[src/rtl/qed_fetch_buffer_if.sv]
// qed_fetch_buffer_if: QED push side (in_*), core fetch port (mem_i_*) and response counter; master drives requests, slave is the buffer
interface qed_fetch_buffer_if;
  logic        in_valid_i;
  logic [31:0] in_inst_i;
  logic        in_ready_o;
  logic        mem_i_rd_i;
  logic        mem_i_flush_i;
  logic        mem_i_invalidate_i;
  logic [31:0] mem_i_pc_i;
  logic        mem_i_accept_o;
  logic        mem_i_valid_o;
  logic        mem_i_error_o;
  logic [63:0] mem_i_inst_o;
  logic [31:0] resp_count_o;
  modport master (
    output in_valid_i, in_inst_i, mem_i_rd_i, mem_i_flush_i, mem_i_invalidate_i, mem_i_pc_i,
    input  in_ready_o, mem_i_accept_o, mem_i_valid_o, mem_i_error_o, mem_i_inst_o, resp_count_o
  );
  modport slave (
    input  in_valid_i, in_inst_i, mem_i_rd_i, mem_i_flush_i, mem_i_invalidate_i, mem_i_pc_i,
    output in_ready_o, mem_i_accept_o, mem_i_valid_o, mem_i_error_o, mem_i_inst_o, resp_count_o
  );
endinterface

[src/rtl/qed_fetch_buffer.sv]
// qed_fetch_buffer: FIFO of QED instructions served to the 64-bit fetch port with 1-cycle latency, NOP-padded; ports clk_i, rst_i, bus (qed_fetch_buffer_if.slave)
module qed_fetch_buffer #(
  parameter int          DEPTH         = 4,
  parameter logic [31:0] NOP_INST      = 32'h00000013,
  parameter bit          DROP_ON_FLUSH = 1'b1
) (
  input logic               clk_i,
  input logic               rst_i,
  qed_fetch_buffer_if.slave bus
);
  localparam int AW = $clog2(DEPTH);
  localparam logic [AW:0] ONE = 1;
  logic [31:0] mem [DEPTH];
  logic [AW:0] wr_ptr, rd_ptr;
  logic        full, empty, flush, push, pop, misaligned;
  logic [31:0] head;
  logic [63:0] word;
  always_comb begin
    empty = wr_ptr == rd_ptr;
    full = (wr_ptr[AW] != rd_ptr[AW]) && (wr_ptr[AW-1:0] == rd_ptr[AW-1:0]);
    flush = bus.mem_i_flush_i | bus.mem_i_invalidate_i;
    bus.in_ready_o = ~full & ~rst_i;
    bus.mem_i_accept_o = ~empty & ~flush & ~rst_i;
    push = bus.in_valid_i & bus.in_ready_o;
    pop = bus.mem_i_rd_i & bus.mem_i_accept_o;
    head = mem[rd_ptr[AW-1:0]];
    misaligned = |bus.mem_i_pc_i[1:0];
    word = misaligned ? {NOP_INST, NOP_INST} : bus.mem_i_pc_i[2] ? {head, NOP_INST} : {NOP_INST, head};
  end
  always_ff @(posedge clk_i)
    if (push) mem[wr_ptr[AW-1:0]] <= bus.in_inst_i;
  always_ff @(posedge clk_i) begin
    if (rst_i) begin
      wr_ptr <= '0;
      rd_ptr <= '0;
      bus.mem_i_valid_o <= 1'b0;
      bus.mem_i_error_o <= 1'b0;
      bus.mem_i_inst_o <= '0;
      bus.resp_count_o <= '0;
    end else begin
      bus.mem_i_valid_o <= pop;
      bus.mem_i_error_o <= pop & misaligned;
      bus.resp_count_o <= bus.resp_count_o + 32'(pop);
      if (pop) begin
        bus.mem_i_inst_o <= word;
        rd_ptr <= rd_ptr + ONE;
      end
      if (flush && DROP_ON_FLUSH) begin
        wr_ptr <= '0;
        rd_ptr <= '0;
      end else if (push) wr_ptr <= wr_ptr + ONE;
    end
  end
endmodule
[src/flat_wrapper.sv]
// flat-port wrapper written by rule: the top's interface ports become plain ports
module qed_fetch_buffer_flat 
#(
  parameter int          DEPTH         = 4,
  parameter logic [31:0] NOP_INST      = 32'h00000013,
  parameter bit          DROP_ON_FLUSH = 1'b1
)
  (clk_i, rst_i, bus_in_valid_i, bus_in_inst_i, bus_mem_i_rd_i, bus_mem_i_flush_i, bus_mem_i_invalidate_i, bus_mem_i_pc_i, bus_in_ready_o, bus_mem_i_accept_o, bus_mem_i_valid_o, bus_mem_i_error_o, bus_mem_i_inst_o, bus_resp_count_o);
  qed_fetch_buffer_if bus_i ();
  input logic clk_i;
  input logic rst_i;
  input wire logic [$bits(bus_i.in_valid_i)-1:0] bus_in_valid_i;
  input wire logic [$bits(bus_i.in_inst_i)-1:0] bus_in_inst_i;
  input wire logic [$bits(bus_i.mem_i_rd_i)-1:0] bus_mem_i_rd_i;
  input wire logic [$bits(bus_i.mem_i_flush_i)-1:0] bus_mem_i_flush_i;
  input wire logic [$bits(bus_i.mem_i_invalidate_i)-1:0] bus_mem_i_invalidate_i;
  input wire logic [$bits(bus_i.mem_i_pc_i)-1:0] bus_mem_i_pc_i;
  output wire logic [$bits(bus_i.in_ready_o)-1:0] bus_in_ready_o;
  output wire logic [$bits(bus_i.mem_i_accept_o)-1:0] bus_mem_i_accept_o;
  output wire logic [$bits(bus_i.mem_i_valid_o)-1:0] bus_mem_i_valid_o;
  output wire logic [$bits(bus_i.mem_i_error_o)-1:0] bus_mem_i_error_o;
  output wire logic [$bits(bus_i.mem_i_inst_o)-1:0] bus_mem_i_inst_o;
  output wire logic [$bits(bus_i.resp_count_o)-1:0] bus_resp_count_o;
  assign bus_i.in_valid_i = bus_in_valid_i;
  assign bus_i.in_inst_i = bus_in_inst_i;
  assign bus_i.mem_i_rd_i = bus_mem_i_rd_i;
  assign bus_i.mem_i_flush_i = bus_mem_i_flush_i;
  assign bus_i.mem_i_invalidate_i = bus_mem_i_invalidate_i;
  assign bus_i.mem_i_pc_i = bus_mem_i_pc_i;
  assign bus_in_ready_o = bus_i.in_ready_o;
  assign bus_mem_i_accept_o = bus_i.mem_i_accept_o;
  assign bus_mem_i_valid_o = bus_i.mem_i_valid_o;
  assign bus_mem_i_error_o = bus_i.mem_i_error_o;
  assign bus_mem_i_inst_o = bus_i.mem_i_inst_o;
  assign bus_resp_count_o = bus_i.resp_count_o;
  qed_fetch_buffer #(.DEPTH(DEPTH), .NOP_INST(NOP_INST), .DROP_ON_FLUSH(DROP_ON_FLUSH)) u_core (.clk_i(clk_i), .rst_i(rst_i), .bus(bus_i));
endmodule
[config.mk]
export PLATFORM = sky130hd
export DESIGN_NAME = qed_fetch_buffer_flat
export DESIGN_NICKNAME = d
export VERILOG_FILES = /design/src/rtl/qed_fetch_buffer_if.sv /design/src/rtl/qed_fetch_buffer.sv /design/src/flat_wrapper.sv
export SDC_FILE = /design/constraint.sdc
export NUM_CORES = 1
export LEC_CHECK = 0
export ABC_AREA = 1
export CORE_MARGIN = 3
export CORE_UTILIZATION = 41
export DETAILED_ROUTE_END_ITERATION = 10
export GPL_ROUTABILITY_DRIVEN = 0
export PLACE_DENSITY = 0.62
export SLEW_MARGIN = 20
export SYNTH_ARGS = -nofsm -noshare
export SYNTH_HDL_FRONTEND = slang
export SYNTH_SLANG_ARGS = --single-unit
[constraint.sdc]
create_clock -name clk_i -period 3.7 [get_ports clk_i]
set_clock_uncertainty 0.15 [all_clocks]
set_input_delay 0.555 -clock clk_i [delete_from_list [all_inputs] [get_ports clk_i]]
set_output_delay 0.555 -clock clk_i [all_outputs]
set_load 0.03 [all_outputs]
==> flow_summary.ini <==
[floorplanning]
start_util_pct = 42.4
die_h_um = 163
core_area_um2 = 23900
num_io_pins = 170
die_area_um2 = 26600
die_w_um = 163
num_rows = 56

[grt]
grt_antenna_before_repair = 0
grt_pass1_wl_um = 42500
grt_max_degree = 76
grt_pass1_vias = 7878
gr-usage-all-layers_pct = 20.0
overflow = 0

[routing]
drtPass1Iterations = 5
via_count = 8256
drt_first_iter_violations = 693
drc_errors = 0
wire_per_inst_um = 16.2
via_per_inst = 5.01
final_antenna_net_count = 0
wirelength_um = 26700

[synthesis]
seq_area_frac_synth_pct = 58.9
netlist_instances = 1184
synthTopCellsByArea = edfxtp_1 38%, dfxtp_1 21%, nand2_1 14%, nand3_1 6.4%, nor2_1 5.3%
syn_nets = 1261
ys_seq_elements = 234
yosysTopAreaCell = edfxtp_1
synth.distinct_cells = 24
synthesis.area_um2 = 10100
yosys_warnings = 0
synth_top_area_share_pct = 38.0
synth.avg_cell_area_um2 = 8.55

[clocking]
ctsHoldBuffers = 0
cts_max_level = 1
clk_pin_slew_worst_paths_ns = 0.06
clk_latency_ns = 0.53
numClockSinks = 234
cts_setup_buffers = 0
clockBufferDepth = 3
cts_tree = yes
cts_buffers = 26
post_cts_resized = 0
clockRootBuffer = clkbuf_16

[timing]
relSlewSlack_pct = 44.9
clock.fmax_mhz = 320
fin_crit_ns = 3.12
worst_pin_slew_ns = 0.827
setup_viol = 0
maxSlewViolCount = 0
rsz0062_at_grt = no
finalHoldViolations = 0
setup-tns-final_ns = 0
post-route-period-util_pct = 84.4

[cells_and_area]
syn2layout_area_growth_pct = 26.0
antenna_cells = 0
final_common_cell = nand2_1
fin_nets = 1385
layout_common_cells = 377 x nand2_1, 138 x clkdlybuf4s50_1, 137 x nor2_1
fin_cells = 1647
drive_above_1_share_pct = 6.10

[placement]
portBuffers = 140
dp.cells = 1599
hpwl_um = 16100

[worst_setup_path]
cp_data_arrival_time_ns = 2.42
cp-start-kind = register
cp_max_fo = 17
critPathKind = reg -> out
cp_data_required_time_ns = 2.99
endpoint_kind = primary output

[job]
drv_cap = 0

[status]
status = complete, no violations

[power_and_ir_drop]
peakVddDrop_uv = 338
leakage_nw = 4.64
powerDensity_nw_per_um2 = 444

[hold_path]
holdCritPathClass = in -> reg
==> cell type report <==
cell class                 instances  area [µm²]
tap                              319         399
clock buffer                      29         672
sequential                       234        5970
clock inverter                    19         226
fill                            2193       11100
multi-input combinational        782        3530
inverter                         103         387
timing repair buffer             161        1560
==> power by group <==
part,internal [mW],total [mW],switching [mW]
registers,2.76,2.77,0.00643
logic,0.0739,0.212,0.139
clock network,1.60,2.68,1.08
total,4.44,5.67,1.23
==> routing by layer <==
layer | vias up | share of wire [%] | GRT usage, %
li1 | 4120 | - | -
met1 | 3835 | 46 | 28.1
met2 | 262 | 45 | 32.2
met3 | 39 | 7.2 | 4.11
met4 | 0 | 1.9 | 4.46
met5 | - | 0 | 0
==> cells in the mapped netlist <==
cell      count
xor2_1        3
inv_1       100
a21oi_1      28
o21a_1        4
inv_2         3
buf_4         1
nor3_1        2
clkbuf_1     41
buf_2        14
edfxtp_1    128
nand2_1     377
nand3_1     129
or2_2         1
ha_1          7
buf_1         5
o21ai_0       6
xnor2_1       2
dfxtp_1     106
nor2_1      143
nand4_1      64
buf_6         4
nor3_2        1
nand3b_1     13
nand3_2       2
==> cells by family after synthesis <==
kind of cell | share of synthesized area (%)
adder cells (fa/ha/maj) | 0.865
buffers and inverters | 6.74
AND/OR/NAND/NOR | 31.0
AO/OA/AOI/OAI | 1.98
XOR/XNOR | 0.433
flip-flops | 58.9
==> metrics by stage <==
step | power (mW) | hold slack [ns] | util (%) | instance area (µm²) | setup slack [ns]
3_3_place_gp | 3.04 | 0.312 | 49.6 | 11900 | 0.602
6_report | 5.67 | 0.243 | 53.4 | 12700 | 0.576
3_5_place_dp | 3.04 | 0.326 | 49.6 | 11900 | 0.555
5_1_grt | 5.86 | 0.246 | 53.4 | 12700 | 0.450
2_1_floorplan | 2.93 | 0.335 | - | 10100 | 0.755
4_1_cts | 5.72 | 0.231 | 53.4 | 12700 | 0.546
==> sequential cells by signal (all words and copies together) (netlist names), named ones only <==
register	flops
u_core.bus.mem_i_error_o	1
u_core.bus.mem_i_inst_o	64
u_core.bus.mem_i_valid_o	1
u_core.bus.resp_count_o	32
u_core.mem	128
u_core.rd_ptr	3
u_core.wr_ptr	3
==> worst paths after layout <==
kind | slack (ns) | endpoint | depth (start not counted) | start
setup / recovery | 0.58 | bus_mem_i_accept_o | 8 | u_core.wr_ptr[0]
setup reg to reg | 1.11 | u_core.mem[2][17] | 7 | u_core.wr_ptr[0]
hold / removal | 0.24 | u_core.bus.mem_i_inst_o[59] | 2 | rst_i
hold reg to reg | 0.33 | u_core.bus.resp_count_o[31] | 2 | u_core.bus.resp_count_o[31]
==> critical path, stage by stage, from the launching register on <==
cell and delay [ns]:
dfxtp_1 0.41, inv_1 0.12, nand2_1 0.07, nand2_1 0.07
nand3_2 0.13, buf_4 0.26, nand2_1 0.09, inv_1 0.06
clkdlybuf4s50_1 0.67
No activity file was read; power rests on OpenSTA's default activity.
